**src/rtl/dmem_arbiter_if.sv**
```systemverilog
// Requester-side bus shared by the CPU load/store path and the debug/DMA port.
// The requester drives the request fields and the arbiter answers with a
// combinational grant plus a registered response one cycle later.
interface dmem_arbiter_if;
    logic        req;
    logic        we;
    logic [31:0] addr;
    logic [31:0] wdata;
    logic        gnt;
    logic        rvalid;
    logic [31:0] rdata;
    logic        err;

    modport master (
        output req, we, addr, wdata,
        input  gnt, rvalid, rdata, err
    );

    modport slave (
        input  req, we, addr, wdata,
        output gnt, rvalid, rdata, err
    );
endinterface

```
**src/rtl/dmem_arbiter.sv**
```systemverilog
// Data-memory arbiter: the CPU and the debug/DMA port share one single-port
// memory. The CPU wins by default, but a debug request that has been denied
// MAX_WAIT cycles in a row takes the next slot, so debug always makes progress.
// Misaligned accesses are granted (so they retire) without touching memory,
// and come back with err set.
module dmem_arbiter #(
    parameter int MAX_WAIT = 4,
    parameter int CNT_W    = 4
) (
    input  logic           clk,
    input  logic           rst_n,
    dmem_arbiter_if.slave  cpu,
    dmem_arbiter_if.slave  dbg,
    output logic           MemRead,
    output logic           MemWrite,
    output logic [31:0]    mem_addr,
    output logic [31:0]    mem_wdata,
    input  logic [31:0]    ReadData
);

    localparam logic [CNT_W-1:0] MAX_CNT = CNT_W'(MAX_WAIT);

    logic [CNT_W-1:0] starve_cnt;
    logic             grant_cpu;
    logic             grant_dbg;
    logic             granted;
    logic             sel_we;
    logic [31:0]      sel_addr;
    logic [31:0]      sel_wdata;
    logic             aligned;
    logic [31:0]      rdata_next;
    logic             err_next;

    // Pick at most one winner: CPU first, unless debug has waited long enough.
    always_comb begin
        grant_dbg = dbg.req && (!cpu.req || (starve_cnt == MAX_CNT));
        grant_cpu = cpu.req && !grant_dbg;
    end

    assign cpu.gnt = grant_cpu;
    assign dbg.gnt = grant_dbg;
    assign granted = grant_cpu || grant_dbg;

    // Route the winning requester's access onto the memory bus (zeros when idle).
    always_comb begin
        sel_we    = 1'b0;
        sel_addr  = 32'h0;
        sel_wdata = 32'h0;
        if (grant_cpu) begin
            sel_we    = cpu.we;
            sel_addr  = cpu.addr;
            sel_wdata = cpu.wdata;
        end else if (grant_dbg) begin
            sel_we    = dbg.we;
            sel_addr  = dbg.addr;
            sel_wdata = dbg.wdata;
        end
    end

    assign aligned   = (sel_addr[1:0] == 2'b00);
    assign MemRead   = granted && aligned && !sel_we;
    assign MemWrite  = granted && aligned && sel_we;
    assign mem_addr  = sel_addr;
    assign mem_wdata = sel_wdata;

    // Only an aligned read returns memory data; writes and errors return zero.
    assign rdata_next = (aligned && !sel_we) ? ReadData : 32'h0;
    assign err_next   = !aligned;

    // CPU response: one-cycle rvalid after a grant; data/err hold otherwise.
    always_ff @(posedge clk or negedge rst_n) begin
        if (!rst_n) begin
            cpu.rvalid <= 1'b0;
            cpu.rdata  <= 32'h0;
            cpu.err    <= 1'b0;
        end else begin
            cpu.rvalid <= grant_cpu;
            if (grant_cpu) begin
                cpu.rdata <= rdata_next;
                cpu.err   <= err_next;
            end
        end
    end

    // Debug response: same shape as the CPU side.
    always_ff @(posedge clk or negedge rst_n) begin
        if (!rst_n) begin
            dbg.rvalid <= 1'b0;
            dbg.rdata  <= 32'h0;
            dbg.err    <= 1'b0;
        end else begin
            dbg.rvalid <= grant_dbg;
            if (grant_dbg) begin
                dbg.rdata <= rdata_next;
                dbg.err   <= err_next;
            end
        end
    end

    // Count consecutive denied debug cycles, saturating; clear on grant or idle.
    always_ff @(posedge clk or negedge rst_n) begin
        if (!rst_n) begin
            starve_cnt <= '0;
        end else if (!dbg.req || grant_dbg) begin
            starve_cnt <= '0;
        end else if (starve_cnt != MAX_CNT) begin
            starve_cnt <= starve_cnt + 1'b1;
        end
    end

endmodule
```
**src/flat_wrapper.sv**
```systemverilog
// flat-port wrapper written by rule: the top's interface ports become plain ports
module dmem_arbiter_flat 
#(
    parameter int MAX_WAIT = 4,
    parameter int CNT_W    = 4
)
  (clk, rst_n, MemRead, MemWrite, mem_addr, mem_wdata, ReadData, cpu_req, cpu_we, cpu_addr, cpu_wdata, cpu_gnt, cpu_rvalid, cpu_rdata, cpu_err, dbg_req, dbg_we, dbg_addr, dbg_wdata, dbg_gnt, dbg_rvalid, dbg_rdata, dbg_err);
  dmem_arbiter_if cpu_i ();
  dmem_arbiter_if dbg_i ();
  input  logic clk;
  input  logic rst_n;
  output logic MemRead;
  output logic MemWrite;
  output logic [31:0] mem_addr;
  output logic [31:0] mem_wdata;
  input  logic [31:0] ReadData;
  input wire logic [$bits(cpu_i.req)-1:0] cpu_req;
  input wire logic [$bits(cpu_i.we)-1:0] cpu_we;
  input wire logic [$bits(cpu_i.addr)-1:0] cpu_addr;
  input wire logic [$bits(cpu_i.wdata)-1:0] cpu_wdata;
  output wire logic [$bits(cpu_i.gnt)-1:0] cpu_gnt;
  output wire logic [$bits(cpu_i.rvalid)-1:0] cpu_rvalid;
  output wire logic [$bits(cpu_i.rdata)-1:0] cpu_rdata;
  output wire logic [$bits(cpu_i.err)-1:0] cpu_err;
  input wire logic [$bits(dbg_i.req)-1:0] dbg_req;
  input wire logic [$bits(dbg_i.we)-1:0] dbg_we;
  input wire logic [$bits(dbg_i.addr)-1:0] dbg_addr;
  input wire logic [$bits(dbg_i.wdata)-1:0] dbg_wdata;
  output wire logic [$bits(dbg_i.gnt)-1:0] dbg_gnt;
  output wire logic [$bits(dbg_i.rvalid)-1:0] dbg_rvalid;
  output wire logic [$bits(dbg_i.rdata)-1:0] dbg_rdata;
  output wire logic [$bits(dbg_i.err)-1:0] dbg_err;
  assign cpu_i.req = cpu_req;
  assign cpu_i.we = cpu_we;
  assign cpu_i.addr = cpu_addr;
  assign cpu_i.wdata = cpu_wdata;
  assign cpu_gnt = cpu_i.gnt;
  assign cpu_rvalid = cpu_i.rvalid;
  assign cpu_rdata = cpu_i.rdata;
  assign cpu_err = cpu_i.err;
  assign dbg_i.req = dbg_req;
  assign dbg_i.we = dbg_we;
  assign dbg_i.addr = dbg_addr;
  assign dbg_i.wdata = dbg_wdata;
  assign dbg_gnt = dbg_i.gnt;
  assign dbg_rvalid = dbg_i.rvalid;
  assign dbg_rdata = dbg_i.rdata;
  assign dbg_err = dbg_i.err;
  dmem_arbiter #(.MAX_WAIT(MAX_WAIT), .CNT_W(CNT_W)) u_core (.clk(clk), .rst_n(rst_n), .cpu(cpu_i), .dbg(dbg_i), .MemRead(MemRead), .MemWrite(MemWrite), .mem_addr(mem_addr), .mem_wdata(mem_wdata), .ReadData(ReadData));
endmodule
```
**config.mk**
```make
export PLATFORM = sky130hd
export DESIGN_NAME = dmem_arbiter_flat
export DESIGN_NICKNAME = d
export VERILOG_FILES = /design/src/rtl/dmem_arbiter_if.sv /design/src/rtl/dmem_arbiter.sv /design/src/flat_wrapper.sv
export SDC_FILE = /design/constraint.sdc
export NUM_CORES = 1
export LEC_CHECK = 0
export BUFFER_PORTS_ARGS = -buffer_cell sky130_fd_sc_hd__buf_4
export CAP_MARGIN = 20
export CORE_AREA = 2 2 116 118
export CTS_CLUSTER_SIZE = 40
export DETAILED_ROUTE_END_ITERATION = 8
export DIE_AREA = 0 0 118 120
export GPL_ROUTABILITY_DRIVEN = 1
export GPL_TIMING_DRIVEN = 0
export PLACE_DENSITY_LB_ADDON = 0.3
export SYNTH_ARGS = -nofsm -noshare
export SYNTH_HDL_FRONTEND = slang
export SYNTH_SLANG_ARGS = --single-unit
```
**constraint.sdc**
```tcl
create_clock -name clk -period 2.4 [get_ports clk]
set_input_delay 0.48 -clock clk [delete_from_list [all_inputs] [get_ports clk]]
set_output_delay 0.48 -clock clk [all_outputs]
set_load 0.005 [all_outputs]
```
---- Word-level counts from Yosys, hierarchy flattened ----
Cells that the tools add are included.
operators by class
  equal/unequal tests ..................... 2
  mux-type cells .......................... 9
  add/subtract/negate cells ............... 1
  reductions and logical operators ........ 16
operators with widths
  operator                                                               count
  32-bit two-way mux                                                     5
  4-bit two-way mux                                                      2
  1-bit logical AND                                                      6
  1-bit zero test                                                        5
  4-bit by 1-bit adder with 4-bit output, second input constant          1
  4-bit by 3-bit equality test with 1-bit output, second input constant  1
  4-bit by 3-bit != test with 1-bit output, second input constant        1
  1-bit logical OR                                                       3
  2-bit zero test                                                        1
  1-bit two-way mux                                                      2
  2-bit nonzero test                                                     1
word-level totals
  input bits .............................. 166
  output and inout bits ................... 136
  logic and storage cells ................. 35
  register bits after elaboration ......... 72

---- Logic depth before layout (Yosys ltp) ----
  word-level depth ........................ 9
  depth in mapped cells ................... 9
  gate-level depth less buffers ........... 5

---- Least setup slack after synthesis ----
No wires, ideal clock.
  path type ............................... flip-flop to output port
  from .................................... register u_core.starve_cnt[0]
  to ...................................... output port MemWrite
  setup slack ............................. 0.233 ns
  path buffers ............................ 3
  cell stages (with the launch flop) ...... 9
  arrival time ............................ 1.687 ns
  data required time ...................... 1.920 ns
  cell sequence ........................... dfrtp_1 > inv_1 > ha_1 > and4b_1 > buf_6 > buf_6 > or2_1 > buf_6 > a221oi_2
between the ends
  longest elaborated chain between the ends .. 9
  elaborated cells between the ends (all ways) .. 13
  classes of those cells .................. eq/ne (1); mux (4); reduce/logical (8)
RTL lines
  what                                              RTL line             source
  from (decl)                                       dmem_arbiter.sv:23   logic [CNT_W-1:0] starve_cnt;
  from (signal assigned)                            dmem_arbiter.sv:107  starve_cnt <= starve_cnt + 1'b1;
  4-bit by 3-bit equality test with 1-bit output *  dmem_arbiter.sv:36   grant_dbg = dbg.req && (!cpu.req || (starve_cnt == MAX_CNT));
  1-bit logical OR *                                dmem_arbiter.sv:36
  1-bit logical AND *                               dmem_arbiter.sv:36
  1-bit zero test                                   dmem_arbiter.sv:37   grant_cpu = cpu.req && !grant_dbg;
  1-bit logical AND                                 dmem_arbiter.sv:37
  32-bit two-way mux                                dmem_arbiter.sv:49   if (grant_cpu) begin
  2-bit zero test                                   dmem_arbiter.sv:60   assign aligned = (sel_addr[1:0] == 2'b00);
  1-bit logical AND                                 dmem_arbiter.sv:62   assign MemWrite = granted && aligned && sel_we;
  1-bit logical AND *                               dmem_arbiter.sv:62
  to (decl)                                         flat_wrapper.sv:13   output logic MemWrite;
Mark *: on every way between the ends. The rest lies on a longest branch, timed or not.

---- Final worst setup path ----
  from .................................... register u_core.starve_cnt[0]
  to ...................................... output port mem_wdata[22]
between the ends
  longest elaborated chain between the ends .. 6
  elaborated cells between the ends (all ways) .. 7
  classes of those cells .................. eq/ne (1); mux (2); reduce/logical (4)
RTL lines
  what                                              RTL line            source
  4-bit by 3-bit equality test with 1-bit output *  dmem_arbiter.sv:36
  1-bit logical OR *                                dmem_arbiter.sv:36
  1-bit logical AND *                               dmem_arbiter.sv:36
  1-bit zero test                                   dmem_arbiter.sv:37
  1-bit logical AND                                 dmem_arbiter.sv:37
  32-bit two-way mux *                              dmem_arbiter.sv:49
  to (decl)                                         flat_wrapper.sv:15  output logic [31:0] mem_wdata;
Marked as above.

==> summary.txt <==
Status
  • Status: complete, but fails checks
  • Violated checks: negative setup slack

Logic synthesis
  • Mux contribution to synthesized area: 0.357%
  • Syn. warnings: 0
  • Post-Syn Nets: 709
  • Fraction of synthesized cell area in xor and xnor cells: 0.416%
  • Cell variety after synth: 29
  • Synth top area share: 42.8%
  • Simple-gate share of the synthesized area: 19.8%
  • Synthesized instance count: 541
  • Post-synthesis adder-cell area fraction: 0.594%
  • Synth area leader: dfrtp_1
  • Seq/Total Area, Yosys: 42.8%
  • Netlist Area Pre-Place: 4210 um^2
  • Largest family of logic cells by synthesized area: compound AO/OA/AOI/OAI gates
  • Synth Area in Compound Gates: 24.0%
  • Synth Register Bits: 72
  • Synth area leaders: dfrtp_1 (43%), o21ai_0 (13%), nand3_1 (7.6%), inv_1 (6.1%), o211ai_1 (5.9%)
  • Mean post-synth cell area: 7.78 um^2

Floorplanning
  • Die ar.: 14200 um^2
  • Ports: 302
  • Row Count: 42
  • Chip width: 118 um
  • Die height: 120 um
  • Core Box Area: 13000 um^2
  • Initial Utilization: 32.4%

Critical path
  • Crit-path max FO: 5
  • Stages on the worst setup path: 10
  • CP Cell Sequence: inv_1 > ha_2 > buf_6 > nand4b_1 > buf_6 > clkbuf_16 > buf_8 > nand3_1 > nand2_2 > buf_4
  • Worst endpoint data arrival time: 2.01 ns
  • WP data required: 1.92 ns
  • Worst path most repeated cell: buf_6
  • Buf+Inv Stages, Crit Path: 6
  • Critical R2R Launch: u_core.starve_cnt[0]
  • Worst Setup SP: u_core.starve_cnt[0]
  • Setup slack, reg-to-reg: 0.47 ns
  • WS Path Type: reg -> out
  • Setup crit start kind: register
  • CP endpoint kind: output port
  • Slowest CP cell: dfrtp_1
  • FF-to-FF End: u_core.dbg.rdata[6]
  • Slowest stage delay, CP: 0.38 ns
  • Crit path max-delay family: buffers and inverters
  • Critical path endpoint: mem_wdata[22]
  • Reg2Reg Depth: 8

GRT
  • Largest net degree at the start of global routing: 73
  • Initial antenna violation count: 0
  • Vias in the first global route: 4804
  • Gr ovfl total: 0
  • First-pass GRT wire length: 26100 um
  • Tot GR Track Use: 23.1%

Timing
  • RSZ-0062 raised after global routing: yes
  • Worst-margin pin slew: 0.963 ns
  • Final Worst Setup Slack: -0.0914 ns
  • Max Clock Freq: 0.401 GHz
  • Max Clock Skew: 0.0114 ns
  • Final Hold Fails: 0
  • Minimum clock period: 2.49 ns
  • Final setup viols: 63
  • Hold_ws: 0.295 ns
  • Fin crit share: 104%
  • Max-slew violations: 0
  • Worst slew margin: 35.3%

Clock network
  • Later-pin clock latency in the skew report: 0.33 ns
  • Max H-tree Level: 3
  • CTS max path bufs: 2
  • Clock Tree Root: clkbuf_16
  • CTS tree: done
  • CTS Buf Count: 9
  • Clk slew on worst S/H paths: 0.06 ns
  • CTS sink count: 72

Finish
  • # nets final: 1045
  • Share of cells above drive strength 1: 49.5%
  • Post-Layout Cell Count: 1058
  • Final design area excluding fillers: 7730 um^2
  • Antenna diodes: 0
  • Area grow syn2layout: 83.5%
  • Fill count: 1203

Routing
  • Vias per inst: 4.93
  • Residual DRC count: 0
  • DRT iter0 DRCs: 180
  • Routed len/inst: 17.1 um
  • Post-route ant nets: 0
  • Vias: 5213
  • Total Wirelength: 18100 um
  • Drt first pass iters: 5

Placed design
  • Post-DP HPWL: 12700 um
  • Port Buffers: 301
  • Cells after DPL: 1018
  • GPL Wtd Cong: 0.855
  • Cell Area, Placed: 6690 um^2
  • Setup WS pre-CTS: -0.482 ns

Power and ir drop
  • Power Density: 464 nW/um^2
  • Worst vdd ir: 0.323 mV
  • Leakage: 3.90 nW
  • Power Total: 3.59 mW

Flow run
  • Max cap viols: 0

Min path
  • HP Class: in -> async
Yosys cell counts, drive strengths merged:
| library cell | n |
|---|---|
| o21ai | 127 |
| dfrtp | 72 |
| inv | 68 |
| nand3 | 64 |
| nand2 | 63 |
| clkbuf | 43 |
| o211ai | 33 |
| nand4 | 32 |
| buf | 13 |
| nor2 | 5 |
| a211oi | 2 |
| a21oi | 2 |
| a22o | 2 |
| ha | 2 |
| nor3 | 2 |
| or2 | 2 |
| a221oi | 1 |
| and2 | 1 |
| and3 | 1 |
| and4b | 1 |
| mux2 | 1 |
| nand4b | 1 |
| nor2b | 1 |
| xnor2 | 1 |
| xor2 | 1 |
final cells by class:
cell class | count | area (um^2) | area share (%)
clock inverter | 6 | 90.1 | 1.17
tap | 176 | 220 | 2.85
sequential | 72 | 1800 | 23.3
inverter | 68 | 255 | 3.30
timing repair buffer | 328 | 2660 | 34.4
multi-input combinational | 345 | 2100 | 27.2
clock buffer | 10 | 229 | 2.96
buffer | 53 | 373 | 4.82
sequential cells by signal (all words and copies together), names as in the netlist:
name	count
u_core.cpu.rdata	32
u_core.dbg.rdata	32
u_core.starve_cnt	4
u_core.cpu.err	1
u_core.cpu.rvalid	1
u_core.dbg.err	1
u_core.dbg.rvalid	1
metal layers:
layer | routed length, um | up-vias | track usage, %
met5 | 0 | - | 0
met4 | 206 | 0 | 5.20
met3 | 1190 | 19 | 5.23
met2 | 9290 | 220 | 40.5
met1 | 7380 | 2436 | 28.9
li1 | - | 2538 | -
power by group:
group	internal, mW	switching, mW
clock network	0.917	0.546
logic	0.462	0.362
registers	1.27	0.0327
cells in the final DEF (no fill, tap or decap), drive strengths merged:
master    count
a221oi        1
nand2        63
nand3        64
and4b         1
ha            2
clkbuf       56
xnor2         1
nor3          2
a211oi        2
nand4b        1
o211ai       33
mux2          1
a22o          2
a21oi         2
or2           2
buf         335
nor2          5
nand4        32
and3          1
and2          1
clkinvlp      1
nor2b         1
o21ai       127
xor2          1
bufinv        2
clkinv        1
inv          70
dfrtp        72
worst min path at each step:
stage | from | to | slack (ns) | cells after the start
2_1_floorplan | rst_n | u_core.cpu.err | 0.18 | 0
4_1_cts | rst_n | u_core.dbg.rdata[15] | 0.33 | 1
3_5_place_dp | u_core.starve_cnt[0] | u_core.starve_cnt[0] | 0.48 | 1
5_1_grt | rst_n | u_core.dbg.rdata[15] | 0.38 | 1
6_report | rst_n | u_core.dbg.rdata[15] | 0.30 | 1
3_3_place_gp | u_core.starve_cnt[0] | u_core.starve_cnt[0] | 0.48 | 1
stage by stage:
stage          TNS (ns)  util (%)
3_3_place_gp     -19.06      51.6
4_1_cts           -3.39      56.6
5_1_grt           -9.10      59.6
2_1_floorplan         0         -
6_report          -2.20      59.6
3_5_place_dp     -19.48      51.6
what timing repair did:
| item | CTS | global route |
|---|---|---|
| pin swaps | 13 | 40 |
| setup endpoints to repair | 82 | 68 |
| resized for setup | 79 | 79 |
| buffers inserted | 15 | 4 |
| gates cloned | 2 | 6 |
| hold buffers | 0 | 0 |
logic make-up (layout without fill, tap and decap cells):
group	count (synthesis)	count (layout)
adder cells (fa/ha/maj)	2	2
flip-flops	72	72
multiplexers	1	1
AO/OA/AOI/OAI	167	167
AND/OR/NAND/NOR	173	173
XOR/XNOR	2	2
buffers and inverters	124	465
(Power assumes the default switching activity.)
